==> src/rtl/pipe_ctrl_pkg.sv <==
// Shared types and encodings for the pipeline hazard controller.
// Forward selects name the stage that supplies the E-stage operand.
package pipe_ctrl_pkg;

    typedef enum logic [1:0] {
        RUN      = 2'd0,
        MEM_WAIT = 2'd1,
        ERROR    = 2'd2
    } hz_state_t;

    localparam logic [1:0] FWD_REG      = 2'b00;
    localparam logic [1:0] FWD_M        = 2'b10;
    localparam logic [1:0] FWD_W        = 2'b01;
    localparam logic [1:0] RES_SRC_LOAD = 2'b01;

endpackage

==> src/rtl/pipe_hazard_controller_fwd.sv <==
// E-stage operand forwarding: a matching M producer beats a matching W producer.
// Index 0 is the scalar x0 and never forwards.
module forwarding_unit
    import pipe_ctrl_pkg::*;
#(
    parameter int REG_W = 6
) (
    input  logic [REG_W-1:0] r1_E,
    input  logic [REG_W-1:0] r2_E,
    input  logic [REG_W-1:0] rd_M,
    input  logic [REG_W-1:0] rd_W,
    input  logic             write_reg_M,
    input  logic             write_reg_W,
    output logic [1:0]       forward_0_E,
    output logic [1:0]       forward_1_E
);

    function automatic logic [1:0] fwd_sel(
        input logic [REG_W-1:0] src,
        input logic [REG_W-1:0] dm,
        input logic             wm,
        input logic [REG_W-1:0] dw,
        input logic             ww
    );
        logic [1:0] sel;
        sel = FWD_REG;
        if (src != '0 && src == dm && wm) begin
            sel = FWD_M;
        end else if (src != '0 && src == dw && ww) begin
            sel = FWD_W;
        end
        return sel;
    endfunction

    always_comb begin
        forward_0_E = fwd_sel(r1_E, rd_M, write_reg_M, rd_W, write_reg_W);
        forward_1_E = fwd_sel(r2_E, rd_M, write_reg_M, rd_W, write_reg_W);
    end

endmodule

==> src/rtl/pipe_hazard_controller.sv <==
// Stall/flush control for the F/D/E/M pipe registers plus E-stage forwarding.
// A memory wait freezes the whole pipe; a wait that never ends latches an error.
module pipe_hazard_controller
    import pipe_ctrl_pkg::*;
#(
    parameter int REG_W       = 6,
    parameter int MEM_TIMEOUT = 255,
    parameter int CNT_W       = 32
) (
    input  logic             clock,
    input  logic             sync_reset,
    input  logic [REG_W-1:0] r1_D,
    input  logic [REG_W-1:0] r2_D,
    input  logic [REG_W-1:0] r1_E,
    input  logic [REG_W-1:0] r2_E,
    input  logic [REG_W-1:0] rd_E,
    input  logic [REG_W-1:0] rd_M,
    input  logic [REG_W-1:0] rd_W,
    input  logic             write_reg_E,
    input  logic             write_reg_M,
    input  logic             write_reg_W,
    input  logic [1:0]       result_source_E,
    input  logic             PC_source_E,
    input  logic             memory_transaction_M,
    input  logic             mem_ready,
    output logic             enable_F,
    output logic             enable_D,
    output logic             enable_E,
    output logic             enable_M,
    output logic             flush_D,
    output logic             flush_E,
    output logic [1:0]       forward_0_E,
    output logic [1:0]       forward_1_E,
    output logic             mem_error,
    output logic [CNT_W-1:0] stall_cycles
);

    localparam int WC_W = $clog2(MEM_TIMEOUT + 1);

    hz_state_t        state_q, state_d;
    logic [WC_W-1:0]  wait_cnt_q, wait_cnt_d;
    logic [CNT_W-1:0] stall_cycles_q, stall_cycles_d;

    logic       mem_stall;
    logic       load_use;
    logic       run_rules;
    logic [1:0] fwd0, fwd1;

    forwarding_unit #(.REG_W(REG_W)) u_fwd (
        .r1_E        (r1_E),
        .r2_E        (r2_E),
        .rd_M        (rd_M),
        .rd_W        (rd_W),
        .write_reg_M (write_reg_M),
        .write_reg_W (write_reg_W),
        .forward_0_E (fwd0),
        .forward_1_E (fwd1)
    );

    always_comb begin
        mem_stall = memory_transaction_M && !mem_ready;
        load_use  = (result_source_E == RES_SRC_LOAD) && write_reg_E
                    && rd_E != '0
                    && (r1_D == rd_E || r2_D == rd_E);
    end

    always_comb begin
        state_d    = state_q;
        wait_cnt_d = wait_cnt_q;
        run_rules  = 1'b0;
        enable_F   = 1'b0;
        enable_D   = 1'b0;
        enable_E   = 1'b0;
        enable_M   = 1'b0;
        flush_D    = 1'b0;
        flush_E    = 1'b0;

        unique case (state_q)
            RUN: begin
                if (mem_stall) begin
                    state_d    = MEM_WAIT;
                    wait_cnt_d = WC_W'(1);
                end else begin
                    run_rules = 1'b1;
                end
            end
            MEM_WAIT: begin
                // Held flushes: a branch in E resolves again once M drains
                if (mem_stall) begin
                    wait_cnt_d = wait_cnt_q + WC_W'(1);
                    if (wait_cnt_q >= WC_W'(MEM_TIMEOUT - 1)) begin
                        state_d = ERROR;
                    end
                end else begin
                    run_rules  = 1'b1;
                    state_d    = RUN;
                    wait_cnt_d = '0;
                end
            end
            ERROR: begin
                state_d = ERROR;
            end
            default: begin
                state_d    = RUN;
                wait_cnt_d = '0;
            end
        endcase

        if (run_rules) begin
            if (PC_source_E) begin
                {enable_F, enable_D, enable_E, enable_M} = 4'b1111;
                flush_D = 1'b1;
                flush_E = 1'b1;
            end else if (load_use) begin
                enable_E = 1'b1;
                enable_M = 1'b1;
                flush_E  = 1'b1;
            end else begin
                {enable_F, enable_D, enable_E, enable_M} = 4'b1111;
            end
        end

        if (sync_reset) begin
            state_d    = RUN;
            wait_cnt_d = '0;
            {enable_F, enable_D, enable_E, enable_M} = 4'b0000;
            flush_D = 1'b1;
            flush_E = 1'b1;
        end
    end

    always_comb begin
        stall_cycles_d = stall_cycles_q;
        if (sync_reset) begin
            stall_cycles_d = '0;
        end else if (!enable_D && stall_cycles_q != '1) begin
            stall_cycles_d = stall_cycles_q + CNT_W'(1);
        end
    end

    always_ff @(posedge clock) begin
        if (sync_reset) begin
            state_q        <= RUN;
            wait_cnt_q     <= '0;
            stall_cycles_q <= '0;
        end else begin
            state_q        <= state_d;
            wait_cnt_q     <= wait_cnt_d;
            stall_cycles_q <= stall_cycles_d;
        end
    end

    always_comb begin
        forward_0_E  = sync_reset ? FWD_REG : fwd0;
        forward_1_E  = sync_reset ? FWD_REG : fwd1;
        mem_error    = (state_q == ERROR);
        stall_cycles = stall_cycles_q;
    end

endmodule
==> config.mk <==
export PLATFORM = sky130hd
export DESIGN_NAME = pipe_hazard_controller
export DESIGN_NICKNAME = d
export VERILOG_FILES = /design/src/rtl/pipe_ctrl_pkg.sv /design/src/rtl/pipe_hazard_controller_fwd.sv /design/src/rtl/pipe_hazard_controller.sv
export SDC_FILE = /design/constraint.sdc
export NUM_CORES = 1
export LEC_CHECK = 0
export CAP_MARGIN = 5
export CORE_MARGIN = 2
export CORE_UTILIZATION = 41
export DETAILED_ROUTE_END_ITERATION = 16
export PLACE_DENSITY_LB_ADDON = 0.15
export SYNTH_ARGS = -nofsm -noshare
export SYNTH_HDL_FRONTEND = slang
export SYNTH_SLANG_ARGS = --single-unit
==> constraint.sdc <==
create_clock -name clock -period 2.05 [get_ports clock]
set_clock_uncertainty 0.15 [all_clocks]
set_input_delay 0.41 -clock clock [delete_from_list [all_inputs] [get_ports clock]]
set_output_delay 0.41 -clock clock [all_outputs]
set_load 0.01 [all_outputs]
==> results of run 1 <==
==> placed cells by master, fill, tap and decap left out, types with 11 or more instances in the layout <==
master	instances
or3_1	14
nand4_1	18
a21oi_1	19
buf_4	65
buf_2	19
nor2_1	22
xnor2_1	29
nand2_1	18
dfxtp_1	31
dlygate4sd2_1	11
clkdlybuf4s50_1	34
a21oi_2	11
nand3_1	12
buf_6	25
==> cells by family (layout without fill, tap and decap cells) <==
kind of cell,Yosys count,count (layout),share of synthesized area
muxes,4,4,0.01649
and+or+nand+nor,147,147,0.3233
adders and majority gates,3,3,0.01414
xor gates and xnor gates,42,42,0.1385
AOI/OAI and AO/OA,71,71,0.1536
buffers and inverters,21,196,0.03723
DFF,42,42,0.3167
==> sequential cells by signal, summed over array words and instances (netlist names) <==
signal        cells
wait_cnt_q        8
stall_cycles     32
state_q           2
==> repair_timing <==
item                                    CTS  global route
gates cloned                              4             1
gates resized for setup                 190           104
endpoints found under the setup margin   42            40
setup buffers                            19            17
pin swaps                                50            65
==> Yosys cell counts, types with 2 or more instances <==
master    count  area [um2]
dfxtp_1      42       840.8
xnor2_1      37       324.1
a21oi_1      30       150.1
nor2_1       24       90.09
nand2_1      22       82.58
o21ai_0      20       100.1
or3_1        20       125.1
nand4_1      18       112.6
nand3_1      15       75.07
or4_1        12       90.09
o31ai_1       9       67.56
inv_1         7       26.28
nor2b_1       7       43.79
nor3_1        7       35.03
nor4_1        6       37.54
clkbuf_1      5       18.77
xor2_1        5       43.79
buf_2         4       20.02
buf_4         4       30.03
a21o_1        3       22.52
and4_1        3       26.28
ha_1          3       37.54
mux2_2        3       33.78
and3_1        2       12.51
nand2b_1      2       12.51
nor3_2        2       20.02
o211ai_1      2       15.01
==> report_power, final <==
group / internal, uW / leakage [uW] / switching [uW]
logic: 285 / 0.00155 / 222
clock network: 364 / 0.0000514 / 303
registers: 824 / 0.000345 / 12.7
total: 1470 / 0.00195 / 537
==> final timing paths <==
kind	depth (start not counted)	to	from
max	11	stall_cycles[4]	r1_D[3]
min	2	wait_cnt_q[7]	wait_cnt_q[7]
max reg2reg	11	stall_cycles[4]	stall_cycles[0]
min reg2reg	2	wait_cnt_q[7]	wait_cnt_q[7]
==> per-stage QoR <==
stage | hold slack, ns | cells | utilization | power (uW)
floorplan | 0.3084 | 330 | - | 1019
finish | 0.3528 | 582 | 0.7725 | 2010
detailed placement | 0.3422 | 540 | 0.6510 | 1235
CTS | 0.3547 | 570 | 0.7031 | 1938
global route | 0.3944 | 582 | 0.7725 | 2084
global placement | 0.3235 | 540 | 0.6510 | 1229
==> layer usage <==
layer | share of wire | wire [um] | vias up
met3 | 0.056 | 537 | 19
met4 | 0.018 | 176 | 0
li1 | - | - | 1567
met1 | 0.39 | 3762 | 1548
met5 | 0 | 0 | -
met2 | 0.53 | 5089 | 113
==> cell type report <==
type                       instances  area share
clock buffer                       6     0.01488
clock inverter                     2    0.007696
inverter                           7    0.005387
multi-input combinational        267      0.4400
sequential                        42      0.1762
tap                               77     0.01975
timing repair buffer             181      0.3361
==> tightest hold or removal path, stage by stage (launching register included) <==
cell	delay (ns)
dfxtp_1	0.33
o21ai_0	0.07
a21oi_1	0.06
==> flow_summary.toml, run 1 <==
[floorplan]
die_x_um = 84.47
die_y_um = 84.47
std_cell_rows = 29
die_area_um2 = 7135
initial_core_util = 0.4205
pin_count = 95
core_area_um2 = 6314

[grt]
overflow = 0
grt_pass1_wl_um = 13680
grtUsageMet3 = 0.05998
busiest_layer = "met2"
grtUsageMet1 = 0.2709
antenna_found_initial = 0
track_usage = 0.2340
grt_pass1_vias = 3067
grt_max_degree = 43
met2_usage = 0.4199

[cts]
cts_buffer_depth = 2
cts-root-buf = "clkbuf_8"
cts_htree_levels = 2
cts_hold_buf = 0
clkTransAtPathRegs_ns = 0.09
clock_latency_ns = 0.30
cts.sinks = 42
cts_buffers = 5
tritoncts = "built"

[synth]
netlist-cell-type-count = 43
synth-edff-count = 0
async_reset_ff_frac = 0
synth-main-ff-cell = "dfxtp_1"
yosys_register_bits = 42
yosys_warnings = 0
syn_area_per_cell_um2 = 8.046
syn_area_um2 = 2655
synthCells = 330
syn-num-nets = 385
ys_seq_area_frac = 0.3167

[sta]
fin_crit_sh = 1.106
worst_pin_slew_ns = 0.5294
relSlewSlack = 0.6471
timing.fmax_ghz = 0.4412
period_needed_ns = 2.266
rsz0062_at_grt = "true"
setup_tns_ns = -3.599
hold_viol = 0
fin_ws_ns = -0.2163
setup_violations = 31
drv_slew = 0

[route]
drt_first_pass_iters = 5
drc = 0
drtIter0Drc = 223
drtAntennaViolNets = 0
viasPerCell = 5.579
via_count = 3247
drt-wirelength-per-cell_um = 16.43
wirelength_um = 9565

[status]
violations = "setup timing"
outcome = "finished with violations"

[placed_design]
dp_hpwl_um = 5863
gp_congestion = 0.8113
dpl_worst_slack_ns = -0.8704
dpl_cell_area_um2 = 4110
port-buffer-count = 94

[critical_path]
startpoint_type = "primary input"
required_ns = 2.13
r2r_setup_slack_ns = -0.20
path_class = "in -> reg"
critPathMaxFanout = 5
path_cells = "clkdlybuf4s15_1 -> xnor2_1 -> nand2_1 -> o22ai_2 -> o211ai_1 -> buf_4 -> buf_6 -> buf_4 -> buf_6 -> or3_1 -> a21oi_1"
crit_family = "buffers and inverters"
crit_buf_inv = 5
slowest_stage = "or3_1"
endpoint_kind = "flop"
crit_path_max_incr_delay_ns = 0.30
cp.arrival_ns = 2.35

[layout]
drive_gt1_frac = 0.4436
areaGrowthSynthToFinish_pct = 83.69
multi_input_area_um2 = 2146
n_fill_cell = 443
regArea_um2 = 859.6
fin_nets = 559
design_area_um2 = 4877
antennaDiodeCount = 0

[run]
cap_violations = 0

[power_and_ir_drop]
powerDensity_nw_per_um2 = 412.1
power.leakage_uw = 0.001948
ir_drop_mv = 0.3214

[hold_path]
hold_path.class = "reg -> reg"
Power figures use the tool's default switching activity.
==> run 2, diff against run 1 <==
--- a/config.mk
+++ b/config.mk
@@ -5,8 +5,7 @@
 export SDC_FILE = /design/constraint.sdc
 export NUM_CORES = 1
 export LEC_CHECK = 0
-export CAP_MARGIN = 5
-export CORE_MARGIN = 2
+export CAP_MARGIN = 10
 export CORE_UTILIZATION = 41
 export DETAILED_ROUTE_END_ITERATION = 16
 export PLACE_DENSITY_LB_ADDON = 0.15
==> run 2 against run 1 <==
- the flow still finishes with violations (setup timing)
- critical endpoint is now forward_0_E[1]
- critical path depth is 5 lower
- utilization is 2.7 points higher
- count of clock-buffer cells in the layout stayed put
- critical path type is now in -> out
==> flow_summary.toml, run 2 (synthesis gave the netlist of run 1 again) <==
[grt]
antenna_found_initial = 0
track_usage = 0.2688
grt_pass1_vias = 3008
grt_pass1_wl_um = 13950
overflow = 0
grt_max_degree = 37

[sta]
relSlewSlack = 0.6811
hold_ws_ns = 0.3541
drv_slew = 0
fin_ws_ns = -0.2257
period_needed_ns = 2.276
rsz0062_at_grt = "true"
setup_violations = 34
timing.fmax_ghz = 0.4394
worst_pin_slew_ns = 0.4784
fin_crit_sh = 1.110
hold_viol = 0

[power_and_ir_drop]
ir_drop_mv = 0.4402
powerDensity_nw_per_um2 = 409.7
power.leakage_uw = 0.001954

[cts]
cts_hold_buf = 0
cts_buffer_depth = 2
tritoncts = "built"
cts-root-buf = "clkbuf_8"
clkTransAtPathRegs_ns = 0.08
cts.sinks = 42
cts_htree_levels = 2
cts_buffers = 5
clock_latency_ns = 0.31

[critical_path]
critPathMaxFanout = 3
r2r-start = "stall_cycles[1]"
required_ns = 1.49
slowest_stage = "nor4_1"
startpoint_type = "primary input"
endpoint_kind = "output pin"
crit_start = "r1_E[1]"
cp.arrival_ns = 1.72
setup.worst_path.end = "forward_0_E[1]"
crit_family = "buffers and inverters"
crit_path_max_incr_delay_ns = 0.34
reg2reg_depth = 9
crit_buf_inv = 3
path_class = "in -> out"
r2r_setup_slack_ns = -0.17
cp.depth = 6
path_cells = "dlygate4sd2_1 -> xnor2_1 -> nand4_1 -> buf_4 -> nor4_1 -> buf_2"
r2r-end = "stall_cycles[30]"

[route]
drc = 0
drtAntennaViolNets = 0
drt-wirelength-per-cell_um = 16.64
via_count = 3337
wirelength_um = 9816
drt_first_pass_iters = 5
drtIter0Drc = 191
viasPerCell = 5.656

[floorplan]
pin_count = 95
initial_core_util = 0.4356
std_cell_rows = 28
die_y_um = 82.47
die_area_um2 = 6801
core_area_um2 = 6096
die_x_um = 82.47

[run]
cap_violations = 0

[layout]
drive_gt1_frac = 0.4738
final_cell_mix = "buf_4 (78), clkdlybuf4s50_1 (34), xnor2_1 (28), dfxtp_1 (25), buf_6 (24)"
fin_nets = 569
final_util = 0.7997
antennaDiodeCount = 0
final_common_cell = "buf_4"
areaGrowthSynthToFinish_pct = 83.60
largest_register_ffs = 32
n_fill_cell = 394

[placed_design]
dp_hpwl_um = 5906
gp_congestion = 0.7969
port-buffer-count = 94

[hold_path]
hold_path.class = "reg -> reg"

[status]
outcome = "finished with violations"
violations = "setup timing"
## run 2: changes by cell type in the layout (fill, tap and decap cells not counted), moves of 6 or more
cell     delta
buf_4      +13
o21ai_2     -8
a21oi_1     -6
a21oi_2     +6
dfxtp_1     -6
o21ai_1     +6
## run 2: power breakdown
part / internal, uW / total, uW / switching, uW
sequential: 822 / 833 / 11.0
clock: 364 / 673 / 309
combinational: 271 / 490 / 220
total: 1460 / 2000 / 540
## run 2: metrics by stage
step	worst slack (ns)	setup TNS [ns]	std cells	area [um2]	total power, uW
floorplan	-0.002921	-0.002921	330	2725	1019
global placement	-0.7956	-26.71	544	4153	1231
detailed placement	-0.8953	-30.54	544	4153	1242
CTS	-0.3267	-2.135	584	4593	1976
global route	-0.2835	-5.760	590	4875	2072
finish	-0.2257	-2.719	590	4875	1997
## run 2: per-layer routing
| metal | routed length, um | vias up | global-route usage |
|---|---|---|---|
| met5 | 0 | - | 0 |
| met4 | 206 | 0 | 0.09298 |
| met3 | 802 | 19 | 0.06484 |
| met2 | 4903 | 151 | 0.4636 |
| met1 | 3905 | 1588 | 0.3238 |
| li1 | - | 1579 | - |
## run 2: layout make-up
type | count | area [um2] | share of cell area
timing repair buffer | 191 | 1644 | 0.3373
inverter | 7 | 26.28 | 0.005390
sequential | 42 | 869.6 | 0.1784
clock buffer | 6 | 72.57 | 0.01489
clock inverter | 2 | 37.54 | 0.007700
multi-input combinational | 267 | 2131 | 0.4371
tap | 75 | 93.84 | 0.01925
## run 2: timing repair
item,in CTS,in global routing
endpoints found under the setup margin,43,39
endpoints found under the hold margin,0,0
buffers inserted,28,12
cloned,5,0
pin swaps,71,55
resized for setup,200,100
## run 2: worst min-delay path by stage
stage,start,to,cells after the start
global route,wait_cnt_q[7],wait_cnt_q[7],2
floorplan,wait_cnt_q[7],wait_cnt_q[7],2
detailed placement,wait_cnt_q[7],wait_cnt_q[7],2
CTS,wait_cnt_q[7],wait_cnt_q[7],2
global placement,wait_cnt_q[7],wait_cnt_q[7],2
finish,wait_cnt_q[7],wait_cnt_q[7],2
## run 2: worst reg2reg max path, delay by kind of cell, from the launching register on
family / cells / cell delay (ns)
AOI/OAI and AO/OA: 2 / 0.36
adders and majority gates: 1 / 0.16
DFF: 1 / 0.37
buffers and inverters: 2 / 0.37
and+or+nand+nor: 4 / 0.76
==> run 3, diff against run 2 <==
--- a/config.mk
+++ b/config.mk
@@ -8,7 +8,7 @@
 export CAP_MARGIN = 10
 export CORE_UTILIZATION = 41
 export DETAILED_ROUTE_END_ITERATION = 16
-export PLACE_DENSITY_LB_ADDON = 0.15
+export PLACE_DENSITY = 0.77
 export SYNTH_ARGS = -nofsm -noshare
 export SYNTH_HDL_FRONTEND = slang
 export SYNTH_SLANG_ARGS = --single-unit
==> run 3 against run 2 <==
- cell count grew 0.34%
- cell area grew 2.5%
- global-route usage grew 1.5 points
- setup slack gained 0.026 ns
- utilization grew 2.0 points
- count of clock-buffer cells in the layout is the same
- via count grew 0.27%
- non-clock buffer count grew 2
- clock power shrank 13%
- critical path depth grew 4
- hold slack lost 0.0072 ns
- the run still ends with setup timing left
==> flow_summary.toml, run 3 (synthesis gave the netlist of run 1 again) <==
[status]
outcome = "finished with violations"
violations = "setup timing"

[grt]
antenna_found_initial = 0
overflow = 0
track_usage = 0.2842
grt_max_degree = 30
grt_pass1_vias = 3225
grt_pass1_wl_um = 14460

[critical_path]
cp.arrival_ns = 2.35
path_class = "reg -> reg"
required_ns = 2.15
critPathMaxFanout = 3
startpoint_type = "flop"
endpoint_kind = "flop"

[power_and_ir_drop]
p_comb_frac = 0.272
swShare = 0.2866
clock_power_share = 0.300
powerDensity_nw_per_um2 = 389.1
p_int_uw = 1388
power.leakage_uw = 0.002018
seq_power_share = 0.429
ir_drop_mv = 0.3603
p_total_uw = 1945
p_sw_uw = 557.5

[layout]
areaGrowthSynthToFinish_pct = 88.27
stdcell_count = 592
fin_nets = 571
drive_gt1_frac = 0.4913
final_cell_mix = "buf_4 (73), clkdlybuf4s50_1 (33), dfxtp_1 (27), xnor2_1 (26), buf_6 (26)"
antennaDiodeCount = 0
final_common_cell = "buf_4"
largest_register_ffs = 32

[cts]
cts_buffers = 5
cts.sinks = 42
tritoncts = "built"
cts-root-buf = "clkbuf_8"
cts_htree_levels = 2
clock_latency_ns = 0.31
clkTransAtPathRegs_ns = 0.09
cts_hold_buf = 0
cts_buffer_depth = 2

[route]
drtIter0Drc = 160
viasPerCell = 5.652
drt-wirelength-per-cell_um = 17.41
drt_first_pass_iters = 4
wl_met3_um = 907
dr.max_layer_used = "met4"
drtAntennaViolNets = 0
wirelength_um = 10310
via_count = 3346
met2WireLength_um = 5250
drc = 0
wl_met1_um = 3876

[sta]
fin_ws_ns = -0.1994
period_needed_ns = 2.249
worst_pin_slew_ns = 0.4044
hold_viol = 0
relSlewSlack = 0.7304
fin_crit_sh = 1.097
setup_violations = 30
timing.fmax_ghz = 0.4446
drv_slew = 0
rsz0062_at_grt = "true"
hold_ws_ns = 0.3469

[floorplan]
pin_count = 95
core_area_um2 = 6096
die_area_um2 = 6801
initial_core_util = 0.4356
die_x_um = 82.47
std_cell_rows = 28
die_y_um = 82.47

[placed_design]
port-buffer-count = 94
placed_cells = 554
dpl_worst_slack_ns = -0.9416
gp_congestion = 0.8501
dp_hpwl_um = 6191

[run]
cap_violations = 0

[hold_path]
hold_path.class = "reg -> reg"
run 3: cell types whose count changed in the layout (fill, tap and decap cells not counted), sizes merged:
cell           before  now
buf               126  128
dlymetal6s2s        6    5
dlygate4sd2        11   10
clkbuf             14   16
clkdlybuf4s15       6    7
bufinv              1    0
clkdlybuf4s50      34   33
clkinv              0    1
run 3: power by group through the flow:
stage / Sequential, uW / Combinational [uW] / Clock [uW]
final: 834 / 529 / 583
after global routing: 835 / 561 / 629
after CTS: 833 / 467 / 591
after detailed placement: 850 / 399 / 0
after global placement: 849 / 387 / 0
after floorplan: 853 / 167 / 0
run 3: what timing repair did:
item / CTS / global route
buffers inserted: 23 / 14
gates resized for setup: 206 / 117
pin swaps: 68 / 62
cloned: 1 / 0
setup endpoints to repair: 43 / 40
hold endpoints to repair: 0 / 0
run 3: cell type report:
cell class,count,area (um2)
multi-input combinational,267,2211
timing repair buffer,193,1713
fill,358,1097
sequential,42,859.6
tap,75,93.84
clock buffer,6,82.58
inverter,7,26.28
clock inverter,2,12.51
run 3: through the flow:
stage / util / setup TNS (ns) / instance area, um2
2_1_floorplan: - / -0.002921 / 2725
3_3_place_gp: 0.6956 / -27.31 / 4240
5_1_grt: 0.8200 / -5.519 / 4999
3_5_place_dp: 0.6956 / -28.33 / 4240
6_report: 0.8200 / -2.958 / 4999
4_1_cts: 0.7502 / -2.930 / 4573
run 3: final timing paths:
check                  startpoint  depth (start not counted)                to  slack, ns
hold / removal      wait_cnt_q[7]                          2     wait_cnt_q[7]       0.35
hold reg to reg     wait_cnt_q[7]                          2     wait_cnt_q[7]       0.35
setup / recovery  stall_cycles[0]                         10  stall_cycles[22]      -0.20
setup reg to reg  stall_cycles[0]                         10  stall_cycles[22]      -0.20
run 3: per-layer routing:
metal / global-route usage / vias to the layer above
li1: - / 1580
met1: 0.3106 / 1567
met5: 0 / -
met4: 0.1386 / 0
met3: 0.07143 / 27
met2: 0.5083 / 172
run 3: worst max-delay path, cell delays in order, from the launching register on:
cell	delay, ns
dfxtp_2	0.36
ha_4	0.14
buf_6	0.10
nand3_4	0.08
nor3_4	0.22
buf_4	0.16
buf_6	0.09
buf_4	0.11
nand4_1	0.15
or4_1	0.47
a21oi_1	0.14
